## config.mk

```make
export PLATFORM = sky130hd
export DESIGN_NAME = pipeline_hazard_sequencer
export DESIGN_NICKNAME = d
export VERILOG_FILES = /design/src/rtl/pipe_ctrl_pkg.sv /design/src/rtl/pipe_stat_counters.sv /design/src/rtl/pipeline_hazard_sequencer.sv
export SDC_FILE = /design/constraint.sdc
export NUM_CORES = 1
export LEC_CHECK = 0
export BUFFER_PORTS_ARGS = -buffer_cell sky130_fd_sc_hd__buf_2
export CAP_MARGIN = 20
export CORE_MARGIN = 2
export CORE_UTILIZATION = 40
export CTS_BUF_LIST = sky130_fd_sc_hd__clkbuf_4 sky130_fd_sc_hd__clkbuf_8
export CTS_CLUSTER_SIZE = 30
export DETAILED_ROUTE_END_ITERATION = 8
export PLACE_DENSITY = 0.63
export SLEW_MARGIN = 40
export SYNTH_ARGS = -nofsm -noshare
export SYNTH_HDL_FRONTEND = slang
export SYNTH_SLANG_ARGS = --single-unit
```

## constraint.sdc

```tcl
create_clock -name CLK -period 3.7 [get_ports CLK]
set_input_delay 0.185 -clock CLK [delete_from_list [all_inputs] [get_ports CLK]]
set_output_delay 0.185 -clock CLK [all_outputs]
set_load 0.03 [all_outputs]
```

## src/rtl/pipe_ctrl_pkg.sv

```systemverilog
// Shared types and constants for the pipeline hazard sequencer.
// Also provides the per-source load-use match helper.
package pipe_ctrl_pkg;

    typedef enum logic [1:0] {
        RUN      = 2'd0,
        MEM_WAIT = 2'd1,
        ERROR    = 2'd2
    } state_t;

    localparam logic [4:0]  REG_X0 = 5'd0;
    localparam int unsigned STAT_W = 32;

    // x0 is hardwired to zero, so a load targeting it never creates a dependency
    function automatic logic src_hazard(input logic       used,
                                        input logic [4:0] rs,
                                        input logic [4:0] rd);
        return used && (rs == rd) && (rd != REG_X0);
    endfunction

endpackage

```

## src/rtl/pipe_stat_counters.sv

```systemverilog
// Wrapping stall-cycle and branch-flush counters for the hazard sequencer.
// Only instantiated when PIPE_HAZARD_STATS_EN is defined.
module pipe_stat_counters
    import pipe_ctrl_pkg::*;
(
    input  logic              CLK,
    input  logic              RST,
    input  logic              stall,
    input  logic              flush,
    output logic [STAT_W-1:0] stall_cycles,
    output logic [STAT_W-1:0] flush_count
);

    always_ff @(posedge CLK or posedge RST) begin
        if (RST) begin
            stall_cycles <= '0;
            flush_count  <= '0;
        end else begin
            if (stall) begin
                stall_cycles <= stall_cycles + STAT_W'(1);
            end
            if (flush) begin
                flush_count <= flush_count + STAT_W'(1);
            end
        end
    end

endmodule

```

## src/rtl/pipeline_hazard_sequencer.sv

```systemverilog
// Pipeline stall/flush control: memory stall > branch flush > load-use, with memory timeout.
// Optional statistics outputs are enabled by defining PIPE_HAZARD_STATS_EN.
module pipeline_hazard_sequencer
    import pipe_ctrl_pkg::*;
#(
    parameter logic [7:0] MEM_TIMEOUT = 8'd200
) (
    input  logic              CLK,
    input  logic              RST,
    input  logic [4:0]        de_rs1,
    input  logic [4:0]        de_rs2,
    input  logic              de_rs1_used,
    input  logic              de_rs2_used,
    input  logic              ex_mem_read,
    input  logic [4:0]        ex_rd,
    input  logic              ex_branch_taken,
    input  logic              mem_req,
    input  logic              mem_ready,
    output logic              pc_write,
    output logic              if_de_write,
    output logic              de_ex_write,
    output logic              ex_mem_write,
    output logic              if_de_flush,
    output logic              de_ex_flush,
    output logic              mem_err
`ifdef PIPE_HAZARD_STATS_EN
    ,
    output logic [STAT_W-1:0] stall_cycles,
    output logic [STAT_W-1:0] flush_count
`endif
);

    state_t     state, state_next;
    logic [7:0] wait_cnt, wait_cnt_next, wait_inc;
    logic       load_use;
    logic       run_eval;
    logic       hold;

    assign wait_inc = (wait_cnt == 8'hFF) ? wait_cnt : wait_cnt + 8'd1;
    assign load_use = ex_mem_read &&
                      (src_hazard(de_rs1_used, de_rs1, ex_rd) ||
                       src_hazard(de_rs2_used, de_rs2, ex_rd));

    always_ff @(posedge CLK or posedge RST) begin
        if (RST) begin
            state    <= RUN;
            wait_cnt <= '0;
        end else begin
            state    <= state_next;
            wait_cnt <= wait_cnt_next;
        end
    end

    always_comb begin
        state_next    = state;
        wait_cnt_next = wait_cnt;
        run_eval      = 1'b0;
        hold          = 1'b0;
        pc_write      = 1'b1;
        if_de_write   = 1'b1;
        de_ex_write   = 1'b1;
        ex_mem_write  = 1'b1;
        if_de_flush   = 1'b0;
        de_ex_flush   = 1'b0;
        mem_err       = 1'b0;

        case (state)
            RUN: begin
                if (mem_req && !mem_ready) begin
                    hold          = 1'b1;
                    state_next    = MEM_WAIT;
                    wait_cnt_next = '0;
                end else begin
                    run_eval = 1'b1;
                end
            end
            MEM_WAIT: begin
                if (mem_ready) begin
                    run_eval   = 1'b1;
                    state_next = RUN;
                end else begin
                    hold          = 1'b1;
                    wait_cnt_next = wait_inc;
                    if (wait_inc >= MEM_TIMEOUT) begin
                        state_next = ERROR;
                    end
                end
            end
            ERROR: begin
                hold    = 1'b1;
                mem_err = 1'b1;
            end
            default: state_next = RUN;
        endcase

        // The completing MEM_WAIT cycle shares the RUN hazard resolution
        if (run_eval) begin
            if (ex_branch_taken) begin
                if_de_flush = 1'b1;
                de_ex_flush = 1'b1;
            end else if (load_use) begin
                pc_write    = 1'b0;
                if_de_write = 1'b0;
                de_ex_flush = 1'b1;
            end
        end

        if (hold) begin
            pc_write     = 1'b0;
            if_de_write  = 1'b0;
            de_ex_write  = 1'b0;
            ex_mem_write = 1'b0;
        end

        // Reset forces free-running outputs regardless of a pending memory request
        if (RST) begin
            pc_write     = 1'b1;
            if_de_write  = 1'b1;
            de_ex_write  = 1'b1;
            ex_mem_write = 1'b1;
            if_de_flush  = 1'b0;
            de_ex_flush  = 1'b0;
            mem_err      = 1'b0;
        end
    end

`ifdef PIPE_HAZARD_STATS_EN
    pipe_stat_counters u_stats (
        .CLK          (CLK),
        .RST          (RST),
        .stall        (~pc_write),
        .flush        (if_de_flush),
        .stall_cycles (stall_cycles),
        .flush_count  (flush_count)
    );
`endif

endmodule

```

Yosys cells after proc, flatten, opt, wreduce, memory -nomap -nowiden
Index checks and enable logic that the tools add are counted.

Register bits: 10. Input port bits: 23. Output and inout port bits: 7. Word-level logic and storage cells: 56.

Add/subtract/negate cells: 1. Magnitude comparators: 1. Eq/ne operators: 8. Muxes and demuxes: 30. Bitwise logic cells: 1. Reduce and logical (&&, ||, !) cells: 13.

Operator list (number): $mux W8 (3); $mux W1 (20); $pmux W8 S2 (1); $eq A5 B5 Y1 (2); $add A8 B1 Y8 const B (1); $eq A8 B8 Y1 const B (1); $ge A8 B8 Y1 const B (1); $logic_and A1 B1 Y1 (6); $mux W2 (3); $pmux W2 S3 (1); $reduce_and A3 Y1 (2); $reduce_bool A5 Y1 (1); $ne A2 B2 Y1 const B (2); $ne A3 B3 Y1 const B (1); $pmux W1 S3 (1); $eq A2 B1 Y1 const B (1); $eq A2 B2 Y1 const B (1); $logic_not A2 Y1 (1); $pmux W1 S2 (1); $reduce_bool A2 Y1 (1); $logic_not A1 Y1 (1); $logic_or A1 B1 Y1 (1); $not A1 Y1 (1).

Logic depth before layout (Yosys ltp)
Gate-level depths: netlist of the first run.

Depth in word-level cells: 10. Mapped depth: 6. Depth with buffers taken out: 5.

Worst setup path after synthesis of the first run
Ideal clock, no wire load.

Path kind: register to output. Start point: reg state[0]. End point: out pc_write. Arrival time: 1.785 ns. Required time: 3.515 ns. Path slack: 1.730 ns. Cell stages (with the launch flop): 7. Buffers on the path: 2. Cell sequence: dfrtp_1 buf_2 or2_1 nand2_1 a21oi_1 a31oi_1 buf_4.

Longest elaborated chain between the ends: 5. Elaborated cells between the ends (all ways): 8. Those cells by class: 2 x eq/ne; 5 x mux; 1 x reduce/logical.

Ends and longest elaborated chain: from (decl) (RTL line pipeline_hazard_sequencer.sv:33) `state_t state, state_next;`; from (signal assigned) (RTL line pipeline_hazard_sequencer.sv:49) `state <= state_next;`; $eq A2 B1 Y1 or $logic_not A2 Y1 (tied branches) (RTL line pipeline_hazard_sequencer.sv:67) `case (state)`; $pmux W1 S2 (RTL line pipeline_hazard_sequencer.sv:67); $mux W1; $mux W1 * (2 in series); to (decl) (RTL line pipeline_hazard_sequencer.sv:19) `output logic pc_write,`.

Every way passes the cells marked *; elsewhere a longest branch is shown, timed or not.

Worst setup path after layout of the first run
Start point: reg state[0]. End point: out if_de_write.

Longest elaborated chain between the ends: 5. Elaborated cells between the ends (all ways): 8. Those cells by class: 2 x eq/ne; 5 x mux; 1 x reduce/logical.

Ends and longest elaborated chain: $eq A2 B1 Y1 or $logic_not A2 Y1 (tied branches) (RTL line pipeline_hazard_sequencer.sv:67); $pmux W1 S2 (RTL line pipeline_hazard_sequencer.sv:67); $mux W1 (RTL line pipeline_hazard_sequencer.sv:97) `if (run_eval) begin`; $mux W1 * (RTL line pipeline_hazard_sequencer.sv:108) `if (hold) begin`; $mux W1 * (RTL line pipeline_hazard_sequencer.sv:116) `if (RST) begin`; to (decl) (RTL line pipeline_hazard_sequencer.sv:20) `output logic if_de_write,`.

Marks and branches as above.

==> results of run 1 <==
critical path, delay by kind of cell (launching register included):
kind	cells	cell delay, ns
buffers and inverters	1	0.22
flip-flops	1	0.58
AO/OA/AOI/OAI	2	0.28
AND/OR/NAND/NOR	2	0.50
per-stage QoR:
step | util (%) | hold slack (ns) | total power [mW] | std cells | cell area, sq um
after floorplan | - | 0.0252 | 0.135 | 111 | 901
after global placement | 46.9 | 0.219 | 0.153 | 158 | 1020
after detailed placement | 46.9 | 0.223 | 0.153 | 158 | 1020
after CTS | 49.0 | 0.276 | 0.256 | 163 | 1060
after global routing | 49.0 | 0.291 | 0.266 | 163 | 1060
final | 49.0 | 0.276 | 0.254 | 163 | 1060
final cells by class:
cell class / instances / share of cell area [%]
inverter: 5 / 1.76
timing repair buffer: 30 / 14.6
multi-input combinational: 86 / 53.4
sequential: 10 / 23.5
clock buffer: 4 / 3.41
tap: 28 / 3.29
power breakdown:
| group | internal, mW | switching (mW) | total [mW] |
|---|---|---|---|
| sequential | 0.109 | 0 | 0.109 |
| clock | 0.0598 | 0.0425 | 0.102 |
| combinational | 0.0204 | 0.0218 | 0.0422 |
worst min-delay path by stage:
stage                   start  endpoint  slack [ns]  depth (start not counted)
floorplan                 RST  state[0]        0.03                          1
global placement          RST  state[1]        0.22                          2
detailed placement        RST  state[1]        0.22                          2
CTS                 mem_ready  state[0]        0.28                          3
global route        mem_ready  state[0]        0.29                          3
finish              mem_ready  state[0]        0.28                          3
cell usage in the layout (no fill, tap or decap), types with 2 or more instances in the layout:
cell,n
nand2_1,12
a21oi_1,7
nor2_1,6
and3_1,2
a21o_1,2
inv_1,4
buf_2,29
a211o_1,2
a31oi_1,4
o21ai_1,3
nand3_1,4
a311oi_1,4
clkbuf_4,3
or2_1,2
nand4_1,5
dfrtp_1,10
and2_1,2
xnor2_1,11
flip-flops by register name, summed over array words and instances, names as in the netlist:
register	flops
wait_cnt	8
state	2
metal layers:
layer	routed length (microns)	vias to the layer above
met5	0	-
met4	19	0
met3	163	2
met2	1030	41
met1	882	416
li1	-	457
kinds of logic (layout without fill, tap and decap cells):
kind of cell	Yosys count	count (layout)	share of synthesized area, %
flops	10	10	27.8
buf+inv	15	39	9.16
mux	1	1	1.11
compound gates	32	32	25.1
xor+xnor	11	11	10.7
fa+ha+maj	1	1	1.39
simple gates	41	41	24.7
==> results.ini, run 1 <==
[floorplan]
core_area_sq_um=2170
die_w_microns=51.5
dieArea_sq_um=2650
start_util_pct=41.5
dieHeight_microns=51.5
placementRows=17
io_pins=30

[global_route]
grtUsageMet2_pct=31.4
grt_usage_pct=18.7
grt_util_met3_pct=2.63
met1_usage_pct=24.3
grt_start_max_net_pins=18
first_global_vias=859
grt_remaining_overflow=0
grt_pass1_wl_microns=3740
grt.busiest_layer=met2
antenna_found_initial=0

[synthesis]
synth-edff-count=0
yosysTopAreaCellShare_pct=27.8
synth_seq_cells=10
ys_types=40
yosysMostFrequentCell=nand2_1
async_flop_share_pct=100
synthCells=111
ys_seq_area_share_pct=27.8
synth_area_leader_cell=dfrtp_1
avgSynthCellArea_sq_um=8.12
synth_area_leaders=dfrtp_1 (28%), xnor2_1 (11%), buf_4 (5.0%), nand2_1 (5.0%), a21oi_1 (3.9%)
syn_area_sq_um=901
synthFlopType=dfrtp_1
synth_common_cells=nand2_1 (12), xnor2_1 (11), dfrtp_1 (10), a21oi_1 (7)
yosys_warnings=0
synth_nets=135

[drt]
drt_wl_total_microns=2090
drt_iter0_drc=29
firstDrtPassIters=4
viasPerCell=5.62
wl_per_cell_microns=12.8
drc=0
ant_nets=0
vias=916

[sta]
fin_crit_sh_pct=55.1
rsz0062_at_grt=no
hold_viol=0
finalMaxSlewViolations=0
setup_viol=0
tns_ns=0
worst_pin_slew_ns=0.531
setup_ws_ns=1.66
slew_headroom_pct=64.6
fmax_mhz=490
skew_ns=0.00772
period_needed_ns=2.04

[cells_and_area]
seqCellArea_sq_um=250
nNetsFinal=160
synthToLayoutAreaGrowth_pct=18.1
n_antenna_cell=0
multi_input_area_sq_um=568
drive_above_1_share_pct=27.4
fillerInstances=232

[place]
place.gp.congestion=0.839
dp_hpwl_microns=1640
pre_cts_slack_ns=1.98
portBuffers=29

[critical_path]
max_stage_delay_ns=0.58
cp-endpoint=if_de_write
cp.required_ns=3.51
startpoint=state[0]
r2r_start=wait_cnt[0]
r2r_setup_slack_ns=1.96
arrival_ns=1.85
critPathKind=flop to primary output
path_cells=or2_1 > nand2_1 > a21oi_1 > a31oi_1 > buf_2
critPathCaptureType=primary output
cp_max_fo=17
slowest_stage=dfrtp_1
worstReg2RegEnd=wait_cnt[0]
start_kind=flop
reg2regPathDepth=5

[clock_network]
cts.repair.resized=0
cts_made_buffers=3
ctsHoldBuffers=1
cts_root_buffer=clkbuf_4
cts_sinks=10
clockBufferDepth=2
cts_tree=done
clk_pin_slew_ns=0.08
ctsHtreeMaxLevel=1
post_cts.repair.setup_buffers=0
clk_latency_ns=0.27

[run_status]
status=finished clean

[run]
maxCapViolations=0

[pwr]
p_leak_nw=0.468
powerDensity_nw_per_um2=239
ir_drop_uv=160

[worst_hold_path]
hp-class=input port to flop

No activity file was read; power rests on OpenSTA's default activity.
==> inputs of run 2 (changes only) <==
PLACE_DENSITY = 0.65   (was 0.63)
clock period = 1.75 ns   (was 3.7 ns; I/O delays follow)
==> run 2 against run 1 <==
Against the previous run: sequential cell count stayed put; worst setup slack lost 1.6 ns; first-iteration DRC count is 21% lower; critical endpoint unchanged; combinational power up 120%; register-to-register slack got worse by 1.7 ns; wire length is 1.8% higher; clock skew down 0.0010 ns.
==> results.ini, run 2 (same netlist as run 1, synthesis figures left out) <==
[run_status]
status=finished clean

[critical_path]
path_cells=buf_4 > nor2_1 > o21ai_1 > nor2_1 > a31oi_2 > buf_2
path_buf_inv=2
cp.required_ns=1.66
r2r_setup_slack_ns=0.22
critPathKind=flop to primary output
cp_max_fo=16
slowest_stage=dfrtp_1
r2r_start=wait_cnt[0]
path_common_cell=nor2_1
critPathCaptureType=primary output
reg2regPathDepth=5
max_stage_delay_ns=0.35
start_kind=flop
worst-path-stages=6
cp_top_family=buffers and inverters
startpoint=state[0]
arrival_ns=1.57
worstReg2RegEnd=state[0]

[cells_and_area]
drive_above_1_share_pct=31.4
synthToLayoutAreaGrowth_pct=23.8
fin_util_pct=51.4
final_cell_mix=buf_2 (29), nand2_1 (11), xnor2_1 (11)
multi_input_area_sq_um=582
reg.largest.list=wait_cnt (8), state (2)
layout_commonest_cell=buf_2
fillerInstances=219
final_cell_count_no_fill=168
n_antenna_cell=0
top_register=wait_cnt
largest_register_ffs=8
fin_area_sq_um=1110
nNetsFinal=165
seqCellArea_sq_um=250

[global_route]
grt_remaining_overflow=0
grt_usage_pct=17.8
grt_pass1_wl_microns=3590
first_global_vias=869
antenna_found_initial=0
grt_start_max_net_pins=17

[floorplan]
start_util_pct=41.5
core_area_sq_um=2170
dieArea_sq_um=2650
placementRows=17
dieHeight_microns=51.5
die_w_microns=51.5
io_pins=30

[sta]
tns_ns=0
holdWs_ns=0.136
period_needed_ns=1.66
finalMaxSlewViolations=0
skew_ns=0.00670
fmax_mhz=604
rsz0062_at_grt=no
slew_headroom_pct=72.4
worst_pin_slew_ns=0.414
hold_viol=0
fin_crit_sh_pct=94.7
setup_ws_ns=0.0934
setup_viol=0

[clock_network]
cts_tree=done
clk_latency_ns=0.27
cts_sinks=10
post_cts.repair.setup_buffers=0
cts_root_buffer=clkbuf_4
cts_made_buffers=3
clockBufferDepth=2
ctsHtreeMaxLevel=1
clk_pin_slew_ns=0.07

[drt]
firstDrtPassIters=4
drt_wl_total_microns=2130
ant_nets=0
drt_iter0_drc=23
drc=0
viasPerCell=5.62
wl_per_cell_microns=12.7
vias=944

[pwr]
powerDensity_nw_per_um2=475
p_leak_nw=0.495
total_power_mw=0.530
ir_drop_uv=241

[worst_hold_path]
hold_start=mem_ready
whs_endpoint=state[0]
holdPathStages=3
hp-class=input port to flop

[place]
dp_hpwl_microns=1700
portBuffers=29
pre_cts_slack_ns=0.217
place.gp.congestion=0.834
dp.cells=163
post_dp_cell_area_sq_um=1060

[run]
maxCapViolations=0

## run 2: how the worst max path moves through the flow
stage,endpoint,slack (ns)
floorplan,pc_write,0.08
global placement,state[0],0.25
detailed placement,state[0],0.22
CTS,ex_mem_write,0.05
global route,pc_write,0.003
finish,if_de_write,0.09
## run 2: final cells by class
| cell class | count | share of cell area (%) |
|---|---|---|
| well taps | 28 | 3.14 |
| clock buffers | 4 | 3.25 |
| flip-flops and latches | 10 | 22.4 |
| repair buffers | 35 | 17.3 |
| inverters | 5 | 1.68 |
| multi-input cells | 86 | 52.2 |
## run 2: per-layer routing
layer	track usage, %	share of wire, %	up-vias
li1	-	-	469
met5	0	0	-
met4	9.65	1.8	0
met1	24.1	48	431
met3	2.34	5.3	5
met2	27.4	45	39
## run 2: repair_timing
action | 4_1_cts | 5_1_grt
hold buffers | 1 | 0
resized for setup | 0 | 2
hold endpoints to repair | 10 | 0
setup endpoints to repair | 0 | 4
## run 2: worst min-delay path, stage by stage
cell and delay, ns:
buf_2 0.12, nor2_4 0.05, o311a_1 0.11
## run 2: report_power, final
| part | leakage (nW) | switching (mW) | internal, mW |
|---|---|---|---|
| Sequential | 0.129 | 0 | 0.231 |
| Combinational | 0.345 | 0.0477 | 0.0436 |
| Clock | 0.0210 | 0.0815 | 0.126 |
==> inputs of run 3 (changes only) <==
PLACE_DENSITY = 0.63   (was 0.65)
SETUP_SLACK_MARGIN = 0.3   (was unset)
clock period = 1.84 ns   (was 1.75 ns; I/O delays follow)
==> run 3 against run 2 <==
Against the previous run: core utilization up 6.0 points; largest power group unchanged; final cell count is 3.0% higher; non-clock buffer count is 5 higher; critical endpoint is now pc_write; power is 0.23% higher.
==> results.ini, run 3 (same netlist as run 1, synthesis figures left out) <==
[critical_path]
cp_max_fo=2
critPathKind=flop to primary output
critPathCaptureType=primary output
worstReg2RegEnd=state[0]
arrival_ns=1.43
start_kind=flop
r2r_start=wait_cnt[1]
reg2regPathDepth=5
cp.required_ns=1.75
r2r_setup_slack_ns=0.34

[sta]
rsz0062_at_grt=yes
setup_ws_ns=0.314
fin_crit_sh_pct=83.0
setup_viol=0
period_needed_ns=1.53
finalMaxSlewViolations=0
tns_ns=0
hold_viol=0
slew_headroom_pct=71.1
skew_ns=0.00283
fmax_mhz=655
worst_pin_slew_ns=0.433

[run_status]
status=finished clean

[floorplan]
start_util_pct=41.5
die_w_microns=51.5
placementRows=17
core_area_sq_um=2170
dieArea_sq_um=2650
io_pins=30
dieHeight_microns=51.5

[place]
dp_hpwl_microns=1630
portBuffers=29
dp.cells=160
pre_cts_slack_ns=0.223
place.gp.congestion=0.857

[drt]
wl_per_cell_microns=13.7
vias=995
drt_wl_total_microns=2380
ant_nets=0
drt_iter0_drc=35
viasPerCell=5.75
drc=0
firstDrtPassIters=4

[global_route]
grt_usage_pct=18.3
first_global_vias=882
grt_start_max_net_pins=11
grt_remaining_overflow=0
antenna_found_initial=0
grt_pass1_wl_microns=3620

[cells_and_area]
final_cell_mix=buf_2 (25), nand2_1 (11), xnor2_1 (11)
nNetsFinal=170
largest_register_ffs=8
fin_util_pct=57.4
synthToLayoutAreaGrowth_pct=38.2
layout_commonest_cell=buf_2
top_register=wait_cnt
reg.largest.list=wait_cnt (8), state (2)
n_antenna_cell=0
final_cell_count_no_fill=173
drive_above_1_share_pct=42.1

[worst_hold_path]
holdPathStages=4
hold_start=mem_ready
whs_endpoint=state[0]
hp-class=input port to flop

[pwr]
p_leak_nw=0.529
powerDensity_nw_per_um2=427
total_power_mw=0.531
ir_drop_uv=234

[clock_network]
clk_latency_ns=0.28
cts_root_buffer=clkbuf_4
cts_tree=done
clockBufferDepth=2
cts_made_buffers=3
clk_pin_slew_ns=0.08
cts_sinks=10
ctsHtreeMaxLevel=1

[run]
maxCapViolations=0

==> run 3: cell count changes in the layout (fill, tap and decap cells not counted), moves of 2 or more <==
cell / previous run / this run
nor2_1: 6 / 3
nor2_2: 0 / 2
dfrtp_1: 10 / 8
buf_4: 5 / 9
o21ai_2: 0 / 2
o21ai_1: 3 / 1
dfrtp_2: 0 / 2
buf_6: 0 / 5
buf_2: 29 / 25
==> run 3: worst max path at each step <==
| stage | slack (ns) | endpoint | startpoint |
|---|---|---|---|
| 6_report | 0.31 | pc_write | state[0] |
| 2_1_floorplan | 0.26 | pc_write | state[0] |
| 3_3_place_gp | 0.27 | wait_cnt[2] | wait_cnt[0] |
| 5_1_grt | 0.26 | wait_cnt[0] | wait_cnt[1] |
| 3_5_place_dp | 0.22 | wait_cnt[2] | wait_cnt[0] |
| 4_1_cts | 0.32 | state[0] | wait_cnt[0] |
==> run 3: timing repair <==
| item | CTS | global route |
|---|---|---|
| cloned | 0 | 0 |
| pin swaps | 3 | 7 |
| setup buffers | 3 | 5 |
| hold endpoints to repair | 10 | 0 |
| endpoints found under the setup margin | 12 | 10 |
| gates resized for setup | 14 | 10 |
| hold buffers | 1 | 0 |
==> run 3: worst max-delay path: stages, from the launching register on <==
cell and delay, ns:
dfrtp_1 0.39, or2_1 0.24, nand2_2 0.11, a21oi_4 0.08, a31oi_4 0.17, buf_6 0.16
==> run 3: per-layer routing <==
layer / vias up / wire length, microns / global-route usage [%]
met5: - / 0 / 0
met4: 0 / 59 / 10.5
met3: 7 / 164 / 2.63
met2: 58 / 1200 / 32.9
met1: 450 / 953 / 20.4
li1: 480 / - / -
==> run 3: per-stage QoR <==
step | hold WS (ns) | instance area, sq um
2_1_floorplan | -0.0678 | 918
3_3_place_gp | 0.126 | 1050
3_5_place_dp | 0.128 | 1050
4_1_cts | 0.251 | 1160
5_1_grt | 0.320 | 1240
6_report | 0.298 | 1240
==> run 3: area by class of cell <==
class	count	area (sq um)
multi-input cells	86	643
well taps	28	35.0
repair buffers	40	259
flip-flops and latches	10	253
clock buffers	4	36.3
inverters	5	18.8
fillers	187	925
==> run 3: report_power, final <==
| part | total (mW) | switching (mW) | leakage [nW] | internal (mW) |
|---|---|---|---|---|
| Combinational | 0.0995 | 0.0505 | 0.381 | 0.0490 |
| Clock | 0.212 | 0.0917 | 0.0210 | 0.121 |
| Sequential | 0.219 | 0 | 0.127 | 0.219 |
| Total | 0.531 | 0.142 | 0.529 | 0.389 |
